<file path="config.mk">
export PLATFORM = sky130hd
export DESIGN_NAME = p0_serial_tx
export DESIGN_NICKNAME = d
export VERILOG_FILES = /design/src/rtl/p0_serial_tx.sv
export SDC_FILE = /design/constraint.sdc
export NUM_CORES = 1
export LEC_CHECK = 0
export ABC_AREA = 1
export BUFFER_PORTS_ARGS = -buffer_cell sky130_fd_sc_hd__buf_2
export CORE_MARGIN = 2
export CORE_UTILIZATION = 30
export DETAILED_ROUTE_END_ITERATION = 12
export HOLD_SLACK_MARGIN = 0.12
export PLACE_DENSITY_LB_ADDON = 0.08
export SLEW_MARGIN = 20
export SYNTH_ARGS = -nofsm -noshare
export SYNTH_HDL_FRONTEND = slang
export SYNTH_SLANG_ARGS = --single-unit
</file>
<file path="constraint.sdc">
create_clock -name clk -period 5.3 [get_ports clk]
set_input_delay 0.265 -clock clk [delete_from_list [all_inputs] [get_ports clk]]
set_output_delay 0.265 -clock clk [all_outputs]
set_load 0.005 [all_outputs]
</file>
<file path="src/rtl/p0_serial_tx.sv">
// P0 output stage: FIFO-buffers words written to the P0 register and serialises
// each one as a start bit, WIDTH data bits LSB first, and a stop bit on tx.
module p0_serial_tx #(
   parameter int WIDTH        = 16,
   parameter int DEPTH        = 4,
   parameter int CLKS_PER_BIT = 4
) (
   input  logic                     clk,
   input  logic                     rst,
   input  logic                     wr_en,
   input  logic [WIDTH-1:0]         wr_data,
   output logic                     tx,
   output logic                     busy,
   output logic                     full,
   output logic                     empty,
   output logic [$clog2(DEPTH):0]   count,
   output logic                     overflow
);

   localparam int PTR_W  = $clog2(DEPTH);
   localparam int CNT_W  = PTR_W + 1;
   localparam int BAUD_W = (CLKS_PER_BIT > 1) ? $clog2(CLKS_PER_BIT) : 1;
   localparam int IDX_W  = (WIDTH > 1) ? $clog2(WIDTH) : 1;

   localparam logic [BAUD_W-1:0] BAUD_LAST = BAUD_W'(CLKS_PER_BIT - 1);
   localparam logic [IDX_W-1:0]  IDX_LAST  = IDX_W'(WIDTH - 1);
   localparam logic [CNT_W-1:0]  CNT_FULL  = CNT_W'(DEPTH);

   typedef enum logic [1:0] {S_IDLE, S_START, S_DATA, S_STOP} state_t;

   state_t              state_q, state_d;
   logic [WIDTH-1:0]    mem_q [DEPTH];
   logic [PTR_W-1:0]    rd_ptr_q, wr_ptr_q;
   logic [CNT_W-1:0]    count_q, count_d;
   logic [BAUD_W-1:0]   baud_q, baud_d;
   logic [IDX_W-1:0]    idx_q, idx_d;
   logic [WIDTH-1:0]    shift_q, shift_d;
   logic                tx_q, tx_d;
   logic                busy_q, busy_d;
   logic                overflow_q, overflow_d;
   logic                full_q, empty_q;
   logic                pop, push, drop, baud_end;

   assign baud_end = (baud_q == BAUD_LAST);

   // A pop frees a slot on the same edge, so a push into a full FIFO still lands.
   assign push = wr_en && ((count_q != CNT_FULL) || pop);
   assign drop = wr_en && !push;

   always_comb begin
      count_d = count_q;
      case ({push, pop})
         2'b10:   count_d = count_q + CNT_W'(1);
         2'b01:   count_d = count_q - CNT_W'(1);
         default: count_d = count_q;
      endcase
      overflow_d = overflow_q | drop;
   end

   always_ff @(posedge clk) begin
      if (!rst) begin
         state_q <= S_IDLE;
      end else begin
         state_q <= state_d;
      end
   end

   always_comb begin
      state_d = state_q;
      baud_d  = baud_q;
      idx_d   = idx_q;
      shift_d = shift_q;
      pop     = 1'b0;
      if (state_q != S_IDLE) begin
         baud_d = baud_end ? '0 : baud_q + BAUD_W'(1);
      end
      case (state_q)
         S_IDLE: begin
            if (!empty_q) begin
               pop     = 1'b1;
               state_d = S_START;
               baud_d  = '0;
            end
         end
         S_START: begin
            if (baud_end) begin
               state_d = S_DATA;
               idx_d   = '0;
            end
         end
         S_DATA: begin
            if (baud_end) begin
               if (idx_q == IDX_LAST) begin
                  state_d = S_STOP;
               end else begin
                  idx_d   = idx_q + IDX_W'(1);
                  shift_d = shift_q >> 1;
               end
            end
         end
         S_STOP: begin
            if (baud_end) begin
               if (!empty_q) begin
                  pop     = 1'b1;
                  state_d = S_START;
               end else begin
                  state_d = S_IDLE;
               end
            end
         end
         default: state_d = S_IDLE;
      endcase
      if (pop) begin
         shift_d = mem_q[rd_ptr_q];
      end
   end

   // tx/busy are computed from the next state so the registered pins track state_q.
   always_comb begin
      tx_d   = 1'b1;
      busy_d = 1'b1;
      case (state_d)
         S_IDLE:  busy_d = 1'b0;
         S_START: tx_d   = 1'b0;
         S_DATA:  tx_d   = shift_d[0];
         S_STOP:  tx_d   = 1'b1;
         default: busy_d = 1'b0;
      endcase
   end

   always_ff @(posedge clk) begin
      if (!rst) begin
         baud_q     <= '0;
         idx_q      <= '0;
         rd_ptr_q   <= '0;
         wr_ptr_q   <= '0;
         count_q    <= '0;
         full_q     <= 1'b0;
         empty_q    <= 1'b1;
         overflow_q <= 1'b0;
         tx_q       <= 1'b1;
         busy_q     <= 1'b0;
      end else begin
         baud_q     <= baud_d;
         idx_q      <= idx_d;
         count_q    <= count_d;
         full_q     <= (count_d == CNT_FULL);
         empty_q    <= (count_d == '0);
         overflow_q <= overflow_d;
         tx_q       <= tx_d;
         busy_q     <= busy_d;
         if (pop) begin
            rd_ptr_q <= rd_ptr_q + PTR_W'(1);
         end
         if (push) begin
            wr_ptr_q <= wr_ptr_q + PTR_W'(1);
         end
      end
   end

   always_ff @(posedge clk) begin
      shift_q <= shift_d;
      if (rst && push) begin
         mem_q[wr_ptr_q] <= wr_data;
      end
   end

   assign tx       = tx_q;
   assign busy     = busy_q;
   assign full     = full_q;
   assign empty    = empty_q;
   assign count    = count_q;
   assign overflow = overflow_q;

endmodule

</file>
==> results of run 1 <==
[routing by layer]
| layer | track usage | share of wire | vias to the layer above |
|---|---|---|---|
| li1 | - | - | 1404 |
| met1 | 0.173 | 0.50 | 1324 |
| met2 | 0.194 | 0.46 | 32 |
| met3 | 0.0263 | 0.026 | 11 |
| met4 | 0.0533 | 0.017 | 0 |
| met5 | 0 | 0 | - |
[state kept, by name, summed over array words and instances (netlist names), named ones only]
signal / count
busy: 1
state_q: 2
empty: 1
baud_q: 2
idx_q: 4
count: 3
full: 1
rd_ptr_q: 2
mem_q: 64
overflow: 1
tx: 1
shift_q: 16
wr_ptr_q: 2
[report_power, final]
part	switching (mW)	internal, mW
Combinational	0.370	0.172
Sequential	0.0515	0.987
Clock	0.295	0.370
[layout by cell type (no fill, tap or decap), drive strengths merged]
cell         count
edfxtp          79
nand2           62
nor2            55
o21ai           39
inv             34
nand3           33
buf             31
dfxtp           23
o22ai           15
a21oi           11
ha              11
clkbuf          10
clkinv           4
dlygate4sd3      3
a211oi           2
nand4            2
nor3             2
nand3b           2
or2              1
o211ai           1
and3             1
o21a             1
fa               1
bufinv           1
[per-stage QoR]
stage	total power [mW]	hold slack [ns]	instance area, µm²
4_1_cts	2.29	0.122	4950
6_report	2.24	0.131	4950
5_1_grt	2.40	0.133	4950
2_1_floorplan	1.44	0.364	4280
3_3_place_gp	1.61	0.445	4620
3_5_place_dp	1.62	0.455	4620
[worst max-delay path by stage]
stage / slack (ns) / startpoint / endpoint
after detailed placement: 2.95 / state_q[0]$_SDFF_PN0_ / empty$_SDFF_PN1_
after global routing: 2.74 / state_q[0]$_SDFF_PN0_ / empty$_SDFF_PN1_
after floorplan: 2.88 / state_q[0]$_SDFF_PN0_ / mem_q[0][0]$_DFFE_PP_
final: 2.96 / state_q[0]$_SDFF_PN0_ / empty$_SDFF_PN1_
after CTS: 2.93 / state_q[0]$_SDFF_PN0_ / empty$_SDFF_PN1_
after global placement: 2.97 / state_q[0]$_SDFF_PN0_ / empty$_SDFF_PN1_
[timing repair]
action                     CTS  global route
setup endpoints to repair    0             0
hold endpoints to repair    12             0
hold buffers                 3             0
[layout make-up]
class	count	area (µm²)	area share
Sequential cell	102	2830	0.572
Multi-Input combinational cell	239	1270	0.256
Clock buffer	10	229	0.0462
Tap cell	180	225	0.0455
Timing Repair Buffer	34	198	0.0399
Inverter	33	129	0.0260
Clock inverter	6	68.8	0.0139
[cell families (layout without fill, tap and decap cells)]
| kind of cell | after synthesis | in the layout | synth area share |
|---|---|---|---|
| fa+ha+maj | 12 | 12 | 0.0368 |
| buf+inv | 45 | 83 | 0.0418 |
| compound gates | 69 | 69 | 0.0883 |
| simple gates | 158 | 158 | 0.171 |
| flops | 102 | 102 | 0.662 |
[worst max-delay path: stages (launching register included)]
cell      delay (ns)
dfxtp_1         0.37
inv_1           0.11
ha_1            0.34
nor2_4          0.18
nand2_4         0.15
inv_2           0.08
nand3_2         0.08
fa_1            0.44
inv_1           0.07
nand4_1         0.12
nand3b_2        0.12
nand2_1         0.06
nand2_1         0.06
nand2_1         0.04
==> results.py, run 1 <==
metrics = {
    "critical_path": {
        "r2r_cells": 13,
        "arrival_ns": 2.58,
        "reg2reg_from": "state_q[0]$_SDFF_PN0_",
        "required_ns": 5.54,
        "reg2reg_slack_ns": 2.96,
        "critPathMaxFanout": 15,
        "worst-setup-path-type": "flip-flop to flip-flop",
        "crit_path_end_kind": "flip-flop",
        "startpoint_type": "flip-flop",
        "rr_endpoint": "empty$_SDFF_PN1_",
    },
    "clock_tree": {
        "cts_setup_buffers": 0,
        "cts_buffers": 9,
        "cts_sinks": 102,
        "cts_tree": "built",
        "path_clk_slew_ns": 0.07,
        "worstSkewPairLatency_ns": 0.35,
        "ctsLongestPathBuffers": 2,
        "cts_root_buf": "clkbuf_16",
        "cts_resized": 0,
        "htree_levels": 3,
    },
    "routing": {
        "antenna_left": 0,
        "wl_per_cell_um": 14.7,
        "viasPerCell": 4.59,
        "route.detailed.drc": 0,
        "dr.pass1.iters": 4,
        "wirelength_mm": 8.87,
        "drtIter0Drc": 121,
        "vias": 2771,
    },
    "timing": {
        "worst_pin_slew_ns": 0.954,
        "fin_setup_tns_ns": 0,
        "clock.fmax_mhz": 427,
        "final_max_slew_viol_count": 0,
        "fin_crit_ns": 2.34,
        "clock_skew_ns": 0.0104,
        "setup_ws_ns": 2.96,
        "rsz0062_at_grt": "no",
        "finalHoldViolations": 0,
        "setup_viol": 0,
        "final.period_utilization": 0.442,
        "slew_headroom": 0.364,
    },
    "logic_synthesis": {
        "post-synth-top-count-cell": "edfxtp_1",
        "synth_top_area_frac": 0.554,
        "ys_seq_area_frac": 0.662,
        "yosys_warnings": 0,
        "syn-instance-count": 386,
        "syn_nets": 417,
        "synth_top_area_cell": "edfxtp_1",
        "ys_ff_latch": 102,
        "synth_edf_count": 79,
        "synthArstFlopShare": 0,
        "synthFlopType": "edfxtp_1",
        "synthesis.area_um2": 4280,
        "syn_avg_cell_area_um2": 11.1,
        "netlist_top_cells_area": "edfxtp_1, dfxtp_1, nand2_1",
        "synth_cell_type_count": 31,
        "yosys-top-cells-count": "edfxtp_1, nand2_1, nor2_1",
    },
    "floorplanning": {
        "core_um2": 13900,
        "die_h_um": 123,
        "die_w_um": 123,
        "die_area_um2": 15200,
        "rows": 43,
        "floorplan.io_pins": 27,
        "start_util": 0.307,
    },
    "placement": {
        "hpwl_mm": 5.61,
        "dp_slack_ns": 2.95,
        "gp_congestion": 0.754,
        "port_buffers": 26,
        "dp.cells": 585,
    },
    "layout": {
        "area_growth_pct": 15.7,
        "num-fill-cells": 1411,
        "finish.utilization": 0.355,
        "instances_no_fill": 604,
        "nets": 450,
        "antenna_cells": 0,
        "drive_gt1_frac": 0.146,
    },
    "power_and_ir_drop": {
        "leakagePower_nw": 1.91,
        "power.density_nw_per_um2": 453,
        "vdd_drop_max_v": 0.000192,
    },
    "status": {
        "status": "finished, final reports clean",
    },
    "global_route": {
        "antenna_found_initial": 0,
        "grt_pass1_vias": 2668,
        "grt_remaining_overflow": 0,
        "grt_pass1_wl_mm": 14.2,
        "gr-usage-all-layers": 0.126,
        "grt_start_max_net_pins": 34,
    },
    "hold_path": {
        "hp-start": "wr_data[9]",
        "hold_class": "primary input to flip-flop",
        "min_delay_path_depth": 1,
        "min_to": "mem_q[0][9]$_DFFE_PP_",
    },
    "job": {
        "maxCapViolCount": 0,
    },
}
Power figures use the tool's default switching activity.
==> inputs of run 2 (changes only) <==
Clock period 5.3 ns to 1.9 ns, I/O delays scaled along.
==> run 2 against run 1 <==
Against the previous run: first-iteration DRC count shrank 7.4%; register-to-register slack lost 2.9 ns; sequential share of layout area shrank 4.9 points; critical path depth decreased by 4; sequential power grew to 2.8 times the previous value; non-clock buffer count increased by 38; global-route usage grew 1.0 points; die area stayed put; maximum frequency increased by 26%.
==> results.py, run 2 (same netlist as run 1, synthesis figures left out) <==
metrics = {
    "critical_path": {
        "worst-setup-path-type": "flip-flop to flip-flop",
        "slowest_delay_ns": 0.37,
        "worstPathBufferInverterCount": 3,
        "startpoint_type": "flip-flop",
        "reg2reg_from": "state_q[0]$_SDFF_PN0_",
        "crit_path_end_kind": "flip-flop",
        "arrival_ns": 1.93,
        "critical-path-slowest-cell": "dfxtp_4",
        "reg2reg_slack_ns": 0.04,
        "r2r_cells": 9,
        "rr_endpoint": "mem_q[0][5]$_DFFE_PP_",
        "crit_chain": "inv_4, ha_4, nor2_4, buf_4, nand3_4, nand2_4, nand3_4, nor2_4, clkbuf_16",
        "required_ns": 1.97,
        "critPathMaxFanout": 8,
        "critPathTopFamily": "simple AND/OR/NAND/NOR gates",
    },
    "floorplanning": {
        "die_w_um": 123,
        "rows": 43,
        "die_h_um": 123,
        "floorplan.io_pins": 27,
        "die_area_um2": 15200,
        "core_um2": 13900,
        "start_util": 0.307,
    },
    "timing": {
        "final.period_utilization": 0.980,
        "setup_ws_ns": 0.0382,
        "final_max_slew_viol_count": 0,
        "setup_viol": 0,
        "rsz0062_at_grt": "yes",
        "worst_pin_slew_ns": 0.330,
        "clock_skew_ns": 0.00832,
        "clock.fmax_mhz": 537,
        "slew_headroom": 0.780,
        "finalHoldViolations": 0,
        "fin_crit_ns": 1.86,
        "fin_setup_tns_ns": 0,
        "whs_ns": 0.139,
    },
    "global_route": {
        "antenna_found_initial": 0,
        "grt_remaining_overflow": 0,
        "gr-usage-all-layers": 0.137,
        "grt_pass1_wl_mm": 15.1,
        "grt_pass1_vias": 2821,
        "grt_start_max_net_pins": 31,
    },
    "layout": {
        "layout_common_cells": "edfxtp_1, nand2_1, nor2_1",
        "drive_gt1_frac": 0.232,
        "antenna_cells": 0,
        "top_register": "mem_q",
        "largest_reg_flops": 64,
        "reg_top3": "mem_q (64), shift_q (16), idx_q (4)",
        "layout_commonest_cell": "edfxtp_1",
        "finish.utilization": 0.390,
        "area_growth_pct": 26.9,
        "nets": 488,
        "instances_no_fill": 642,
    },
    "routing": {
        "vias": 2886,
        "wl_per_cell_um": 14.7,
        "viasPerCell": 4.50,
        "route.detailed.drc": 0,
        "antenna_left": 0,
        "wirelength_mm": 9.42,
        "drtIter0Drc": 112,
        "dr.pass1.iters": 4,
    },
    "power_and_ir_drop": {
        "vdd_drop_max_v": 0.000576,
        "power.density_nw_per_um2": 1220,
        "leakagePower_nw": 2.12,
    },
    "placement": {
        "gp_congestion": 0.726,
        "dp.cells": 607,
        "port_buffers": 26,
        "hpwl_mm": 6.14,
        "dp_slack_ns": -0.00264,
    },
    "job": {
        "maxCapViolCount": 0,
    },
    "clock_tree": {
        "htree_levels": 3,
        "path_clk_slew_ns": 0.07,
        "cts_root_buf": "clkbuf_16",
        "worstSkewPairLatency_ns": 0.35,
        "cts_tree": "built",
        "ctsLongestPathBuffers": 2,
        "cts_buffers": 9,
        "cts_sinks": 102,
    },
    "hold_path": {
        "min_delay_path_depth": 3,
        "hp-start": "wr_en",
        "min_to": "wr_ptr_q[1]$_SDFFE_PN0P_",
        "hold_class": "primary input to flip-flop",
    },
    "status": {
        "status": "finished, final reports clean",
    },
}
run 2: metrics by stage:
| stage | total power [mW] | area, µm² |
|---|---|---|
| 4_1_cts | 6.65 | 5360 |
| 2_1_floorplan | 4.07 | 4340 |
| 3_3_place_gp | 4.73 | 4900 |
| 5_1_grt | 7.07 | 5430 |
| 3_5_place_dp | 4.73 | 4900 |
| 6_report | 6.64 | 5430 |
run 2: worst max path at each step:
stage | endpoint | startpoint | depth (start not counted) | slack, ns
5_1_grt | empty$_SDFF_PN1_ | state_q[0]$_SDFF_PN0_ | 14 | -0.07
6_report | mem_q[0][5]$_DFFE_PP_ | state_q[0]$_SDFF_PN0_ | 9 | 0.04
4_1_cts | full$_SDFF_PN0_ | state_q[0]$_SDFF_PN0_ | 13 | -0.01
2_1_floorplan | full$_SDFF_PN0_ | state_q[0]$_SDFF_PN0_ | 13 | -0.01
3_5_place_dp | full$_SDFF_PN0_ | state_q[0]$_SDFF_PN0_ | 13 | -0.003
3_3_place_gp | full$_SDFF_PN0_ | state_q[0]$_SDFF_PN0_ | 13 | 0.03
run 2: cell type report:
class	count	area, µm²
fill	1350	8500
timing repair buffer	72	583
tap	180	225
clock buffer	9	225
clock inverter	7	68.8
sequential	102	2840
multi-input combinational	239	1350
inverter	33	136
run 2: worst register-to-register path: cells and delay by family, from the launching register on:
kind / cells / cell delay (ns)
buffers and inverters: 3 / 0.38
DFF: 1 / 0.37
and+or+nand+nor: 5 / 0.60
adders and majority gates: 1 / 0.23
run 2: metal layers:
metal  part of all wire  vias up  wire [µm]  track usage
li1                   -     1486          -            -
met1               0.45     1363       4260        0.163
met2               0.50       29       4750        0.233
met3              0.030        8        285       0.0406
met4              0.013        0        121       0.0490
met5                  0        -          0            0
run 2: timing repair:
item / CTS / global route
gates resized for setup: 3 / 12
buffers inserted: 0 / 2
setup endpoints to repair: 2 / 69
endpoints found under the hold margin: 64 / 0
pin swaps: 0 / 4
gates cloned: 0 / 1
hold buffers: 16 / 0
run 2: power by group:
group          switching (mW)  leakage [nW]  internal [mW]  total, mW
clock                   0.840         0.146           1.02       1.86
combinational            1.16          1.06          0.725       1.89
sequential              0.131         0.913           2.75       2.89
total                    2.13          2.12           4.50       6.64
==> inputs of run 3 (changes only) <==
Settings changed: CORE_UTILIZATION 30 to 54.
==> run 3 against run 2 <==
Against the previous run: sequential power barely moved; critical path type unchanged; total power fell by 9.4%; setup slack got worse by 0.011 ns; via count rose by 3.0%.
==> results.py, run 3 (same netlist as run 1, synthesis figures left out) <==
metrics = {
    "status": {
        "status": "finished, final reports clean",
    },
    "power_and_ir_drop": {
        "leakagePower_nw": 2.03,
        "combPwrFrac": 0.303,
        "power.density_nw_per_um2": 1160,
        "power_switching_mw": 2.05,
        "switching_share": 0.342,
        "power.share.clock": 0.218,
        "vdd_drop_max_v": 0.000621,
        "seq_power_share": 0.479,
        "internal-power_mw": 3.96,
    },
    "layout": {
        "num-fill-cells": 601,
        "nets": 483,
        "layout.area.seq_um2": 2840,
        "largest_reg_flops": 64,
        "multi_input_comb_area_um2": 1340,
        "reg_top3": "mem_q (64), shift_q (16), idx_q (4)",
        "layout_commonest_cell": "edfxtp_1",
        "drive_gt1_frac": 0.214,
        "finish.utilization": 0.674,
        "design_area_um2": 5180,
        "area_growth_pct": 21.0,
        "layout_common_cells": "edfxtp_1, nand2_1, nor2_1",
        "top_register": "mem_q",
        "antenna_cells": 0,
    },
    "critical_path": {
        "crit_path_end_kind": "flip-flop",
        "reg2reg_slack_ns": 0.03,
        "worst-setup-path-type": "flip-flop to flip-flop",
        "critPathMaxFanout": 4,
        "critical-path-slowest-cell": "dfxtp_4",
        "arrival_ns": 2.19,
        "rr_endpoint": "empty$_SDFF_PN1_",
        "r2r_cells": 14,
        "startpoint_type": "flip-flop",
        "worstPathBufferInverterCount": 3,
        "critical_path_cell_count": 14,
        "required_ns": 2.22,
        "cpMostUsedCell": "nand2_1",
        "critPathTopFamily": "simple AND/OR/NAND/NOR gates",
        "slowest_delay_ns": 0.39,
        "crit_chain": "inv_4, ha_4, nor2_4, nand2_4, inv_2, nand3_2, fa_2, inv_2, nand4_1, nand2_1, nand2_2, nand2_1, nand2_1, nand2_1",
        "crit_end": "empty$_SDFF_PN1_",
        "reg2reg_from": "state_q[1]$_SDFF_PN0_",
        "crit_start": "state_q[1]$_SDFF_PN0_",
    },
    "clock_tree": {
        "cts_root_buf": "clkbuf_8",
        "cts_sinks": 102,
        "htree_levels": 3,
        "worstSkewPairLatency_ns": 0.37,
        "cts_tree": "built",
        "ctsLongestPathBuffers": 2,
        "cts_buffers": 9,
        "path_clk_slew_ns": 0.11,
    },
    "timing": {
        "fin_crit_ns": 1.87,
        "whs_ns": 0.266,
        "finalHoldViolations": 0,
        "setup_viol": 0,
        "setup_ws_ns": 0.0269,
        "final_max_slew_viol_count": 0,
        "clock_skew_ns": 0.0109,
        "worst_pin_slew_ns": 0.331,
        "clock.fmax_mhz": 534,
        "slew_headroom": 0.779,
        "rsz0062_at_grt": "yes",
        "final.period_utilization": 0.986,
    },
    "placement": {
        "port_buffers": 26,
        "dp_slack_ns": 0.00697,
        "hpwl_mm": 5.25,
        "gp_congestion": 0.824,
        "placed_area_um2": 4760,
    },
    "hold_path": {
        "hold_class": "primary input to flip-flop",
        "hp-start": "wr_en",
    },
    "global_route": {
        "antenna_found_initial": 0,
        "grt_start_max_net_pins": 33,
        "grt_remaining_overflow": 0,
        "grt_pass1_vias": 2902,
        "grt_pass1_wl_mm": 13.9,
        "gr-usage-all-layers": 0.215,
    },
    "routing": {
        "route.detailed.drc": 0,
        "wl_per_cell_um": 15.2,
        "vias": 2973,
        "antenna_left": 0,
        "drtIter0Drc": 131,
        "wirelength_mm": 8.48,
        "viasPerCell": 5.32,
        "dr.pass1.iters": 6,
    },
    "floorplanning": {
        "rows": 32,
        "die_w_um": 93.0,
        "start_util": 0.557,
        "core_um2": 7690,
        "floorplan.io_pins": 27,
        "die_area_um2": 8650,
        "die_h_um": 93.0,
    },
    "job": {
        "maxCapViolCount": 0,
    },
}
run 3: changes by cell type in the layout (fill, tap and decap cells not counted), moves of 4 or more:
cell	previous run	this run
clkbuf_16	10	0
buf_4	25	16
clkbuf_8	0	9
dlygate4sd3_1	16	20
run 3: worst min path at each step:
stage / cells after the start / to
2_1_floorplan: 0 / mem_q[0][0]$_DFFE_PP_
3_3_place_gp: 1 / mem_q[0][9]$_DFFE_PP_
3_5_place_dp: 1 / mem_q[3][9]$_DFFE_PP_
4_1_cts: 2 / empty$_SDFF_PN1_
5_1_grt: 6 / count[0]$_SDFF_PN0_
6_report: 5 / full$_SDFF_PN0_
run 3: timing repair:
item | 4_1_cts | 5_1_grt
hold buffers | 17 | 3
setup buffers | 1 | 1
hold endpoints to repair | 72 | 3
resized for setup | 1 | 10
endpoints found under the setup margin | 2 | 68
run 3: cell type report:
class	count	share of cell area
multi-input cells	239	0.259
repair buffers	67	0.106
clock buffers	9	0.0239
clock inverters	7	0.0118
inverters	33	0.0258
well taps	102	0.0246
flip-flops and latches	102	0.548
run 3: power by group through the flow:
stage,Clock [mW],Combinational [mW],Sequential (mW)
2_1_floorplan,0,1.15,2.92
3_3_place_gp,0,1.70,2.92
3_5_place_dp,0,1.74,2.93
4_1_cts,1.34,1.77,2.88
5_1_grt,1.43,2.08,2.91
6_report,1.31,1.82,2.88
run 3: through the flow:
step / instances / setup TNS (ns) / power [mW]
4_1_cts: 555 / -0.00696 / 5.99
5_1_grt: 559 / -0.372 / 6.42
3_5_place_dp: 521 / 0 / 4.67
2_1_floorplan: 386 / -0.0123 / 4.07
6_report: 559 / 0 / 6.01
3_3_place_gp: 521 / 0 / 4.61
run 3: worst reg2reg max path, stage by stage, from the launching register on:
cell     delay (ns)
dfxtp_4        0.39
inv_4          0.05
ha_4           0.21
nor2_4         0.11
nand2_4        0.05
inv_2          0.05
nand3_2        0.07
fa_2           0.39
inv_2          0.06
nand4_1        0.12
nand2_1        0.12
nand2_2        0.06
nand2_1        0.06
nand2_1        0.05
nand2_1        0.05
run 3: layer usage:
metal  track usage  wire length, µm  vias to the layer above
li1              -                -                     1483
met1         0.266             3770                     1425
met2         0.367             4250                       54
met3        0.0403              285                       11
met4        0.0993              170                        0
met5             0                0                        -
